File: config.mk
export PLATFORM = sky130hd
export DESIGN_NAME = reset_sequencer
export DESIGN_NICKNAME = d
export VERILOG_FILES = /design/src/rtl/f8_reset_pkg.sv /design/src/rtl/reset_sequencer_wdt_timer.sv /design/src/rtl/reset_sequencer.sv
export SDC_FILE = /design/constraint.sdc
export NUM_CORES = 1
export LEC_CHECK = 0
export BUFFER_PORTS_ARGS = -buffer_cell sky130_fd_sc_hd__buf_2
export CAP_MARGIN = 20
export CELL_PAD_IN_SITES_DETAIL_PLACEMENT = 1
export CELL_PAD_IN_SITES_GLOBAL_PLACEMENT = 1
export CORE_ASPECT_RATIO = 0.9
export CORE_UTILIZATION = 33
export CTS_CLUSTER_SIZE = 25
export DETAILED_ROUTE_END_ITERATION = 12
export PLACE_DENSITY_LB_ADDON = 0.12
export SYNTH_ARGS = -nofsm -noshare
export SYNTH_HDL_FRONTEND = slang
export SYNTH_SLANG_ARGS = --single-unit
File: constraint.sdc
create_clock -name clk -period 1.75 [get_ports clk]
set_input_delay 0.175 -clock clk [delete_from_list [all_inputs] [get_ports clk]]
set_output_delay 0.175 -clock clk [all_outputs]
set_load 0.02 [all_outputs]
File: src/rtl/f8_reset_pkg.sv
// Shared types for the f8 reset sequencer.
//   state_t    : sequencer phase (HOLD, RUN, HALTED)
//   cause_t    : encoding of the reset_cause output
//   TRAP_CNT_W : width of the saturating trap counter
//   sat_inc    : saturating increment for the trap counter
package f8_reset_pkg;

  typedef enum logic [1:0] {
    HOLD   = 2'd0,
    RUN    = 2'd1,
    HALTED = 2'd2
  } state_t;

  typedef enum logic [1:0] {
    CAUSE_POR  = 2'd0,
    CAUSE_TRAP = 2'd1,
    CAUSE_WDT  = 2'd2
  } cause_t;

  localparam int TRAP_CNT_W = 8;

  function automatic logic [TRAP_CNT_W-1:0] sat_inc(input logic [TRAP_CNT_W-1:0] v);
    return (&v) ? v : v + TRAP_CNT_W'(1);
  endfunction

endpackage

File: src/rtl/reset_sequencer_wdt_timer.sv
// Watchdog timer for the reset sequencer.
// Ports:
//   clk              : system clock
//   power_on_reset_n : synchronous active-low reset
//   enable           : count while high; low holds the counter at 0
//   clear            : forces the counter to 0 (sequencer not in RUN)
//   kick             : level input; a rising edge restarts the timeout
//   expire           : combinational, high on the edge where the timeout is reached
module wdt_timer #(
  parameter int WDT_CYCLES = 4096,
  parameter int CNT_W      = 16
) (
  input  logic clk,
  input  logic power_on_reset_n,
  input  logic enable,
  input  logic clear,
  input  logic kick,
  output logic expire
);

  logic [CNT_W-1:0] cnt_q, cnt_d;
  logic             kick_q;
  logic             kick_rise;
  logic             at_limit;

  assign kick_rise = kick & ~kick_q;
  assign at_limit  = (cnt_q == CNT_W'(WDT_CYCLES - 1));

  // A kick edge in the same cycle as the limit wins over the timeout.
  assign expire = enable & ~clear & ~kick_rise & at_limit;

  always_comb begin
    cnt_d = cnt_q + CNT_W'(1);
    if (clear || !enable || kick_rise || at_limit) begin
      cnt_d = '0;
    end
  end

  // kick_q samples in every state so the first kick after a restart is seen as an edge.
  always_ff @(posedge clk) begin
    if (!power_on_reset_n) begin
      cnt_q  <= '0;
      kick_q <= 1'b0;
    end else begin
      cnt_q  <= cnt_d;
      kick_q <= kick;
    end
  end

endmodule

File: src/rtl/reset_sequencer.sv
// Reset sequencer for the f8 system: stretches the board reset, restarts the
// system after a trap or watchdog timeout, and halts after too many traps.
// Ports:
//   clk              : system clock
//   power_on_reset_n : synchronous active-low board reset
//   trap             : trap flag from the system
//   wdt_enable       : watchdog enable (level)
//   wdt_kick         : watchdog kick, rising edge restarts the timeout
//   power_on_reset   : active-high reset into the system (registered)
//   halted           : high while halted after too many traps (registered)
//   reset_cause      : 0=POR, 1=trap, 2=watchdog (registered)
//   trap_count       : traps since POR, saturating at 255 (registered)
//   wdt_expired      : one-cycle pulse on watchdog timeout (registered)
//   dbg_state_o      : current sequencer phase, for observation
module reset_sequencer
  import f8_reset_pkg::*;
#(
  parameter int HOLD_CYCLES = 16,
  parameter int WDT_CYCLES  = 4096,
  parameter int MAX_TRAPS   = 3,
  parameter int CNT_W       = 16
) (
  input  logic                  clk,
  input  logic                  power_on_reset_n,
  input  logic                  trap,
  input  logic                  wdt_enable,
  input  logic                  wdt_kick,
  output logic                  power_on_reset,
  output logic                  halted,
  output logic [1:0]            reset_cause,
  output logic [TRAP_CNT_W-1:0] trap_count,
  output logic                  wdt_expired,
  output state_t                dbg_state_o
);

  state_t                  state_q, state_d;
  logic [CNT_W-1:0]        hold_cnt_q, hold_cnt_d;
  logic [TRAP_CNT_W-1:0]   trap_cnt_q, trap_cnt_d;
  cause_t                  cause_q, cause_d;
  logic                    wdt_exp_q, wdt_exp_d;
  logic                    por_q, halted_q;
  logic                    wdt_fire;

  wdt_timer #(
    .WDT_CYCLES (WDT_CYCLES),
    .CNT_W      (CNT_W)
  ) u_wdt (
    .clk              (clk),
    .power_on_reset_n (power_on_reset_n),
    .enable           ((state_q == RUN) & wdt_enable),
    .clear            (state_q != RUN),
    .kick             (wdt_kick),
    .expire           (wdt_fire)
  );

  always_comb begin
    state_d    = state_q;
    hold_cnt_d = hold_cnt_q;
    trap_cnt_d = trap_cnt_q;
    cause_d    = cause_q;
    wdt_exp_d  = 1'b0;
    unique case (state_q)
      HOLD: begin
        if (hold_cnt_q == CNT_W'(HOLD_CYCLES - 1)) begin
          state_d    = RUN;
          hold_cnt_d = '0;
        end else begin
          hold_cnt_d = hold_cnt_q + CNT_W'(1);
        end
      end
      RUN: begin
        // A trap takes priority over a simultaneous watchdog timeout.
        if (trap) begin
          trap_cnt_d = sat_inc(trap_cnt_q);
          cause_d    = CAUSE_TRAP;
          if (MAX_TRAPS != 0 && int'(trap_cnt_d) >= MAX_TRAPS) begin
            state_d = HALTED;
          end else begin
            state_d = HOLD;
          end
        end else if (wdt_fire) begin
          wdt_exp_d = 1'b1;
          cause_d   = CAUSE_WDT;
          state_d   = HOLD;
        end
      end
      HALTED: begin
        state_d = HALTED;
      end
      default: begin
        state_d = HOLD;
      end
    endcase
  end

  always_ff @(posedge clk) begin
    if (!power_on_reset_n) begin
      state_q    <= HOLD;
      hold_cnt_q <= '0;
      trap_cnt_q <= '0;
      cause_q    <= CAUSE_POR;
      wdt_exp_q  <= 1'b0;
      por_q      <= 1'b1;
      halted_q   <= 1'b0;
    end else begin
      state_q    <= state_d;
      hold_cnt_q <= hold_cnt_d;
      trap_cnt_q <= trap_cnt_d;
      cause_q    <= cause_d;
      wdt_exp_q  <= wdt_exp_d;
      por_q      <= (state_d != RUN);
      halted_q   <= (state_d == HALTED);
    end
  end

  assign power_on_reset = por_q;
  assign halted         = halted_q;
  assign reset_cause    = cause_q;
  assign trap_count     = trap_cnt_q;
  assign wdt_expired    = wdt_exp_q;
  assign dbg_state_o    = state_q;

endmodule

==> results of run 1 <==
## logic make-up (layout without fill, tap and decap cells)
group,count (synthesis),after routing,synth area share
flip-flops,48,48,0.433
AND/OR/NAND/NOR,131,131,0.313
adder cells (fa/ha/maj),3,3,0.0169
XOR/XNOR,32,32,0.126
multiplexers,3,3,0.0141
buffers and inverters,16,50,0.0384
AO/OA/AOI/OAI,18,18,0.0581
## how the worst min path moves through the flow
stage / start / to / cells past startpoint
floorplan: trap / wdt_expired / 1
global placement: trap / wdt_expired / 2
detailed placement: trap / wdt_expired / 2
CTS: trap / wdt_expired / 2
global route: trap / wdt_expired / 2
finish: trap / wdt_expired / 2
## state kept, by name (all words and copies together), names as in the netlist
name / count
dbg_state_o: 2
halted: 1
hold_cnt_q: 16
power_on_reset: 1
reset_cause: 2
trap_count: 8
u_wdt.cnt_q: 16
u_wdt.kick_q: 1
wdt_expired: 1
## placed cells by master (no fill, tap or decap), drive strengths merged, types with 3 or more instances in the layout
cell type	instances
a31oi	4
dfxtp	48
nor4	6
and3	6
nand3	14
nor2	49
xnor2	15
xor2	17
nand2	23
nor3	10
clkbuf	6
a21oi	3
and2	4
nand4	7
and4	3
inv	8
buf	34
ha	3
## repair_timing
action | CTS | global route
resized for setup | 0 | 2
setup endpoints to repair | 0 | 17
hold buffers | 0 | 0
## power by group through the flow
stage / sequential, W / combinational [W] / clock (W)
4_1_cts: 0.00111 / 0.0000453 / 0.000830
2_1_floorplan: 0.00113 / 0.0000272 / 0
6_report: 0.00110 / 0.0000440 / 0.000801
3_5_place_dp: 0.00113 / 0.0000453 / 0
5_1_grt: 0.00111 / 0.0000518 / 0.000878
3_3_place_gp: 0.00113 / 0.0000448 / 0
## routing by layer
metal,vias up,share of wire
met5,-,0
met4,0,0.0062
met3,2,0.031
met2,21,0.44
met1,842,0.52
li1,917,-
## worst max-delay path: cells and delay by family, from the launching register on
kind / cells / cell delay (ps)
xor gates and xnor gates: 1 / 130
adders and majority gates: 1 / 240
AOI/OAI and AO/OA: 1 / 220
and+or+nand+nor: 3 / 370
buffers and inverters: 1 / 180
DFF: 1 / 330
## per-stage QoR
step / worst slack (ps) / utilization / instances
floorplan: 95.5 / - / 251
global placement: 183 / 0.395 / 364
detailed placement: 101 / 0.395 / 364
CTS: 83.3 / 0.412 / 372
global route: 8.59 / 0.413 / 372
finish: 162 / 0.413 / 372
## layout make-up
type,count,area (um2)
repair buffers,34,220
clock inverters,2,35.0
fillers,798,3710
multi-input cells,187,1180
flip-flops and latches,48,961
clock buffers,6,72.6
inverters,8,30.0
well taps,87,109
==> results.ini, run 1 <==
[global_route]
grt-ovfl-total=0
use_met1=0.214
grt_busiest_layer=met2
grt_pass1_vias=1804
grt_use_met2=0.245
grt_start_max_net_pins=17
antenna_found_initial=0
grtUsageMet3=0.0372
grt_use_total=0.158
grt_pass1_wl_mm=8.50

[place]
dpl_cell_area_mm2=0.00249
gp_congestion=0.752
io_buffers=19
dp_hpwl_mm=3.51

[worst_setup_path]
end_kind=flip-flop
start_kind=flip-flop
crit_path_start=trap_count[0]
crit_required_ps=1930
cp_cell_sequence=ha_1, and2_2, a31oi_1, buf_4, nand2_1, xor2_1, nor2_1
crit_type=flip-flop to flip-flop
crit_fanout=5
ff2ff_setup_slack_ps=160
arrival_ps=1770
r2r-end=trap_count[3]
crit_end=trap_count[3]
r2r_cells=7
cp_slowest_stage_delay_ps=330
cp_slowest_cell=dfxtp_1
reg2reg_from=trap_count[0]

[power_and_ir_drop]
power.leakage_nw=1.02
internal-power_w=0.00154
pwr-share-comb=0.023
ir_worst_vdd_mv=0.325
sw_frac_of_total=0.209
clkPwrFrac=0.411
powerDensity_mw_per_mm2=747
seq_power_share=0.567
switching_power_w=0.000408
p_total_w=0.00195

[layout]
fin_area_mm2=0.00261
fin_nets=292
area_delta_synth_final_pct=17.6
diodes=0
drive_above_1_share=0.189

[sta]
setup_violations=0
fin_crit_sh=0.907
drv_slew=0
worst_pin_slew_ps=376
slew_headroom=0.747
finalHoldViolCount=0
rsz0062_at_grt=false
hold_ws_ps=81.2
finClkSkew_ps=14.1
fin_crit_ps=1590
tns_ps=0
max_freq_mhz=630

[logic_synthesis]
synth_top_cells_by_area=dfxtp_1 (43%), nor2_1 (8.1%), xor2_1 (6.7%), xnor2_1 (5.9%), nand2_1 (3.9%)
syn-num-nets=259
synth_top_area_share=0.433
ys.flop_type=dfxtp_1
synth_edf_count=0
ys_ff_latch=48
syn_area_per_cell_um2=8.84
synth.distinct_cells=44
synth_seq_area_share=0.433
netlist_area_mm2=0.00222
yosys.area.top_type=dfxtp_1
synthTopCellsByCount=dfxtp_1 (48), nor2_1 (48), nand2_1 (23)
yosys_warnings=0
async_flop_share=0
postSynthCellCount=251

[clock_tree]
clk_pin_slew_ps=100
clockRootBuffer=clkbuf_8
cts_max_path_buffers=2
cts_tree=done
insertion_delay_ps=300
cts_setup_buffers=0
numCtsBuffers=5
cts_max_level=2
cts_sinks=48

[floorplan]
fp.dieW_um=88.4
core_area_mm2=0.00632
fp.dieArea_mm2=0.00705
initial_core_util=0.351
die_h_um=79.8
num_rows=27
io_pins=20

[drt]
dr.pass1.iters=4
vias=1782
drcViolationCount=0
vias_per_cell=4.79
drt_wl_total_mm=4.83
ant_nets=0
drt-initial-drc-count=57
wl_per_cell_um=13.0

[flow_run]
maxCapViolations=0

[hold_path]
hold_path.class=primary input to flip-flop

[status]
outcome=finished clean

(Power assumes the default switching activity.)
==> inputs of run 2 (changes only) <==
--- a/config.mk
+++ b/config.mk
@@ -10,10 +10,12 @@
 export CELL_PAD_IN_SITES_DETAIL_PLACEMENT = 1
 export CELL_PAD_IN_SITES_GLOBAL_PLACEMENT = 1
 export CORE_ASPECT_RATIO = 0.9
-export CORE_UTILIZATION = 33
+export CORE_UTILIZATION = 44
 export CTS_CLUSTER_SIZE = 25
 export DETAILED_ROUTE_END_ITERATION = 12
+export HOLD_SLACK_MARGIN = 0.03
 export PLACE_DENSITY_LB_ADDON = 0.12
+export REMOVE_ABC_BUFFERS = 1
 export SYNTH_ARGS = -nofsm -noshare
 export SYNTH_HDL_FRONTEND = slang
 export SYNTH_SLANG_ARGS = --single-unit
==> run 2 against run 1 <==
Compared with the run above:
- sequential share of layout area up 1.1 points
- final cell count is 7.0% lower
- via count is 0.56% lower
- sequential cell count stayed put
- critical path depth stayed put
- first-iteration DRC count down 35%
- core utilization rose by 11 points
- global-route usage is 4.7 points higher
- maximum frequency down 3.9%
- total power decreased by 5.9%
- register-to-register slack worse by 60 ps
- routed wire length is 2.9% higher
- critical endpoint unchanged
==> results.ini, run 2 (same netlist as run 1, synthesis figures left out) <==
[layout]
area_delta_synth_final_pct=14.2
fin_nets=288
fin_area_mm2=0.00253
drive_above_1_share=0.171
diodes=0
layout_common_cells=nor2_1 (48), dfxtp_1 (48), nand2_1 (23)

[clock_tree]
numCtsBuffers=5
clk_pin_slew_ps=90
cts_max_path_buffers=2
cts_tree=done
insertion_delay_ps=300
cts_sinks=48
clockRootBuffer=clkbuf_8
cts_hold_buf=0
cts_max_level=2

[hold_path]
whs_path_depth=2
hp-start=trap
hold_path.class=primary input to flip-flop
min_to=wdt_expired

[drt]
wl_per_cell_um=14.4
ant_nets=0
dr.pass1.iters=4
drt-initial-drc-count=37
vias=1772
vias_per_cell=5.12
drt_wl_total_mm=4.97
drcViolationCount=0

[worst_setup_path]
start_kind=flip-flop
crit_type=flip-flop to flip-flop
reg2reg_from=trap_count[0]
end_kind=flip-flop
crit_fanout=5
r2r_cells=7
crit_required_ps=1940
arrival_ps=1840
cp_cell_sequence=ha_1, and2_1, a31oi_1, buf_4, nand2_1, xor2_1, nor2_1
cp_slowest_stage_delay_ps=410
ff2ff_setup_slack_ps=100
r2r-end=trap_count[3]
cp_slowest_cell=dfxtp_1

[power_and_ir_drop]
pwr-share-comb=0.022
seq_power_share=0.603
powerDensity_mw_per_mm2=725
clkPwrFrac=0.375
internal-power_w=0.00144
sw_frac_of_total=0.216
power.leakage_nw=0.990
switching_power_w=0.000397
ir_worst_vdd_mv=0.374

[floorplan]
fp.dieArea_mm2=0.00533
io_pins=20
fp.dieW_um=76.8
die_h_um=69.4
num_rows=24
core_area_mm2=0.00483
initial_core_util=0.459

[sta]
rsz0062_at_grt=false
max_freq_mhz=605
drv_slew=0
fin_crit_sh=0.944
fin_crit_ps=1650
finalHoldViolCount=0
finClkSkew_ps=2.84
slew_headroom=0.740
worst_pin_slew_ps=387
tns_ps=0
setup_violations=0

[global_route]
grt_pass1_vias=1876
grt_use_total=0.205
antenna_found_initial=0
grt_start_max_net_pins=17
grt-ovfl-total=0
grt_pass1_wl_mm=8.66

[place]
dpl_cell_area_mm2=0.00243
dp_hpwl_mm=3.69
gp_congestion=0.776
io_buffers=19

[status]
outcome=finished clean

[flow_run]
maxCapViolations=0

[run 2: cell types whose count changed in the layout (fill, tap and decap cells not counted)]
cell,previous run,this run
bufinv_16,1,0
and2_2,1,0
clkbuf_8,5,6
clkinv_2,1,0
and2_1,3,4
buf_4,14,10
clkbuf_1,1,2
[run 2: timing repair]
| item | 4_1_cts | 5_1_grt |
|---|---|---|
| setup buffers | 0 | 0 |
| endpoints found under the hold margin | 0 | 0 |
| setup endpoints to repair | 0 | 17 |
| resized for setup | 0 | 1 |
[run 2: metal layers]
| layer | GRT usage | wire [um] |
|---|---|---|
| met1 | 0.248 | 2390 |
| met2 | 0.353 | 2390 |
| met3 | 0.0395 | 88 |
| met4 | 0.0855 | 99 |
| met5 | 0 | 0 |
[run 2: area by class of cell]
type | instances | area [um2]
well taps | 65 | 81.3
repair buffers | 30 | 190
multi-input cells | 187 | 1180
clock buffers | 8 | 90.1
fillers | 572 | 2300
flip-flops and latches | 48 | 961
inverters | 8 | 30.0
[run 2: power groups by stage]
stage / logic, W / registers, W / clock network [W]
floorplan: 0.0000212 / 0.00113 / 0
global placement: 0.0000401 / 0.00113 / 0
detailed placement: 0.0000413 / 0.00113 / 0
CTS: 0.0000414 / 0.00111 / 0.000707
global route: 0.0000475 / 0.00111 / 0.000751
finish: 0.0000403 / 0.00111 / 0.000689
[run 2: worst max-delay path: cells and delay by family, from the launching register on]
| kind | cells | cell delay (ps) |
|---|---|---|
| AND/OR/NAND/NOR | 3 | 390 |
| adder cells (fa/ha/maj) | 1 | 270 |
| XOR/XNOR | 1 | 160 |
| buffers and inverters | 1 | 180 |
| AO/OA/AOI/OAI | 1 | 130 |
| flip-flops | 1 | 410 |
[run 2: how the worst max path moves through the flow]
| stage | startpoint | endpoint | slack [ps] | cells past startpoint |
|---|---|---|---|---|
| 2_1_floorplan | trap_count[0] | trap_count[5] | 90 | 6 |
| 3_3_place_gp | u_wdt.cnt_q[0] | u_wdt.cnt_q[12] | 170 | 6 |
| 3_5_place_dp | u_wdt.cnt_q[0] | u_wdt.cnt_q[7] | 50 | 6 |
| 4_1_cts | u_wdt.cnt_q[0] | u_wdt.cnt_q[7] | 40 | 6 |
| 5_1_grt | trap_count[0] | trap_count[3] | 9 | 7 |
| 6_report | trap_count[0] | trap_count[3] | 100 | 7 |
[run 2: stage by stage]
stage / util / total power [W] / setup WS (ps) / hold WS (ps) / cells
2_1_floorplan: - / 0.00115 / 93.8 / 253 / 243
3_3_place_gp: 0.504 / 0.00117 / 168 / 401 / 338
3_5_place_dp: 0.504 / 0.00117 / 50.2 / 401 / 338
4_1_cts: 0.522 / 0.00186 / 40.3 / 78.4 / 346
5_1_grt: 0.524 / 0.00191 / 8.80 / 91.9 / 346
6_report: 0.524 / 0.00183 / 97.4 / 81.2 / 346
==> inputs of run 3 (changes only) <==
--- a/config.mk
+++ b/config.mk
@@ -10,7 +10,7 @@
 export CELL_PAD_IN_SITES_DETAIL_PLACEMENT = 1
 export CELL_PAD_IN_SITES_GLOBAL_PLACEMENT = 1
 export CORE_ASPECT_RATIO = 0.9
-export CORE_UTILIZATION = 44
+export CORE_UTILIZATION = 45
 export CTS_CLUSTER_SIZE = 25
 export DETAILED_ROUTE_END_ITERATION = 12
 export HOLD_SLACK_MARGIN = 0.03
@@ -18,4 +18,5 @@
 export REMOVE_ABC_BUFFERS = 1
 export SYNTH_ARGS = -nofsm -noshare
 export SYNTH_HDL_FRONTEND = slang
+export SYNTH_HIERARCHICAL = 1
 export SYNTH_SLANG_ARGS = --single-unit
==> run 3 against run 2 <==
Compared with the run above:
- die area grew 1.2%
- maximum frequency shrank 1.1%
- routed wire length grew 6.6%
- synthesized cell count grew 3.6%
- global-route usage grew 0.84 points
- sequential share of layout area shrank 2.0 points
- highest routed layer unchanged
- setup slack lost 19 ps
==> results.ini, run 3 <==
[logic_synthesis]
yosys.area_share.simple=0.309
synth_xor_area_frac=0.107
synth.distinct_cells=49
synthMuxAreaShare=0.0223
synth_compound_area_frac=0.0812
syn_area_per_cell_um2=8.84
synth_top_family_by_area=simple AND/OR/NAND/NOR gates
yosys_warnings=6
ys_ff_latch=48
async_flop_share=0
yosys.area.top_type=dfxtp_1
postSynthCellCount=260
yosys.cell_count.top_type=dfxtp_1
ys.flop_type=dfxtp_1
synth_top_area_share=0.418
synth_fa_ha_area_frac=0.0163
netlist_area_mm2=0.00230
synth_edf_count=0
synthTopCellsByCount=dfxtp_1 (48), nor2_1 (31), nand2_1 (16), xor2_1 (16), nand3_1 (15)
synth_top_cells_by_area=dfxtp_1 (42%), xor2_1 (6.1%), nor2_1 (5.1%), xnor2_1 (4.6%), nand3_1 (3.3%)
synth_seq_area_share=0.418

[clock_tree]
numCtsBuffers=5
cts_setup_buffers=0
clk_pin_slew_ps=90
clockRootBuffer=clkbuf_8
cts_max_path_buffers=2
cts_max_level=2
ctsResizeCount=0
cts_tree=done
cts_sinks=48
insertion_delay_ps=300
cts_hold_buf=0

[layout]
fin_area_mm2=0.00268
area_delta_synth_final_pct=16.4
stdcell_count=364
multi_input_area_mm2=0.00124
regArea_um2=962
layout_common_cells=dfxtp_1 (47), nor2_1 (31), buf_4 (24)
fin_nets=306
fill_cells=590
final_common_cell=dfxtp_1
drive_above_1_share=0.237
diodes=0
final_util=0.550

[floorplan]
num_rows=24
fp.dieW_um=77.3
initial_core_util=0.472
die_h_um=69.8
core_area_mm2=0.00486
io_pins=20
fp.dieArea_mm2=0.00540

[global_route]
grt-ovfl-total=0
grtUsageMet3=0.0447
grt_use_total=0.213
grt_use_met2=0.324
use_met1=0.300
grt_pass1_vias=1932
antenna_found_initial=0
grt_start_max_net_pins=16
grt_pass1_wl_mm=9.11
grt_busiest_layer=met2

[hold_path]
whs_path_depth=2
min_to=wdt_expired
hp-start=trap
hold_path.class=primary input to flip-flop

[worst_setup_path]
cp_cell_sequence=ha_1, nand2_1, o2111ai_1, a2111o_1, a21oi_2, a221oi_1
crit_path_start=trap_count[0]
cp_slowest_cell=a2111o_1
ff2ff_setup_slack_ps=80
start_kind=flip-flop
reg2reg_from=trap_count[0]
crit_fanout=5
crit_type=flip-flop to flip-flop
cp_num_buf_inv=0
arrival_ps=1850
r2r_cells=6
r2r-end=dbg_state_o[1]
critical-path-top-delay-family=compound AO/OA/AOI/OAI gates
cp_slowest_stage_delay_ps=460
crit_required_ps=1930
end_kind=flip-flop

[drt]
dr.pass1.iters=4
drt-initial-drc-count=51
wl_per_cell_um=14.5
drt_wl_total_mm=5.30
drcViolationCount=0
vias_per_cell=5.37
ant_nets=0
vias=1953

[place]
dpl.cell_count=356
place_ws_ps=33.0
gp_congestion=0.836
io_buffers=19
dpl_cell_area_mm2=0.00258
dp_hpwl_mm=3.91

[power_and_ir_drop]
ir_worst_vdd_mv=0.427
power.leakage_nw=1.07
powerDensity_mw_per_mm2=674

[sta]
finalHoldViolCount=0
fin_crit_ps=1670
drv_slew=0
worst_pin_slew_ps=371
setup_violations=0
setup_ws_ps=78.2
max_freq_mhz=598
rsz0062_at_grt=false
tns_ps=0
slew_headroom=0.751
finClkSkew_ps=7.48
fin_crit_sh=0.955

[flow_run]
maxCapViolations=0

[status]
outcome=finished clean

==> run 3: cell types whose count changed after synthesis, sizes merged, moves of 3 or more <==
cell / previous run / this run
or3: 1 / 4
o21ai: 2 / 6
clkbuf: 3 / 6
nand4: 7 / 12
nand2: 23 / 16
nor2: 49 / 41
xnor2: 15 / 12
a21oi: 3 / 8
==> run 3: cell type report <==
| class | count | share of cell area |
|---|---|---|
| clock buffer | 5 | 0.0257 |
| clock inverter | 3 | 0.00702 |
| inverter | 8 | 0.0112 |
| multi-input combinational | 192 | 0.463 |
| sequential | 48 | 0.360 |
| tap | 65 | 0.0304 |
| timing repair buffer | 43 | 0.103 |
==> run 3: cells by family (layout without fill, tap and decap cells) <==
kind of cell	Yosys count	after routing
DFF	48	48
xor gates and xnor gates	28	28
and+or+nand+nor	129	129
muxes	5	5
AOI/OAI and AO/OA	27	27
adders and majority gates	3	3
buffers and inverters	20	59
==> run 3: layer usage <==
layer	vias to the layer above	wire length (um)
li1	981	-
met1	948	2680
met2	18	2430
met3	6	130
met4	0	59
met5	-	0
==> run 3: worst max path at each step <==
stage                     end  slack [ps]  cells past startpoint
2_1_floorplan   trap_count[3]         -50                      6
3_3_place_gp   dbg_state_o[0]          50                      7
3_5_place_dp   dbg_state_o[0]          30                      7
4_1_cts        dbg_state_o[0]         0.4                      7
5_1_grt        dbg_state_o[0]           3                      6
6_report       dbg_state_o[1]          80                      6
==> run 3: where the power goes <==
part	internal (W)	switching (W)	total, W
Clock	0.000279	0.000381	0.000660
Sequential	0.00110	0.00000525	0.00110
Combinational	0.0000137	0.0000259	0.0000396
Total	0.00139	0.000412	0.00180
==> run 3: through the flow <==
stage | hold slack (ps) | total power, W
floorplan | 252 | 0.00115
global placement | 398 | 0.00117
detailed placement | 404 | 0.00117
CTS | 79.2 | 0.00183
global route | 79.7 | 0.00189
finish | 79.3 | 0.00180
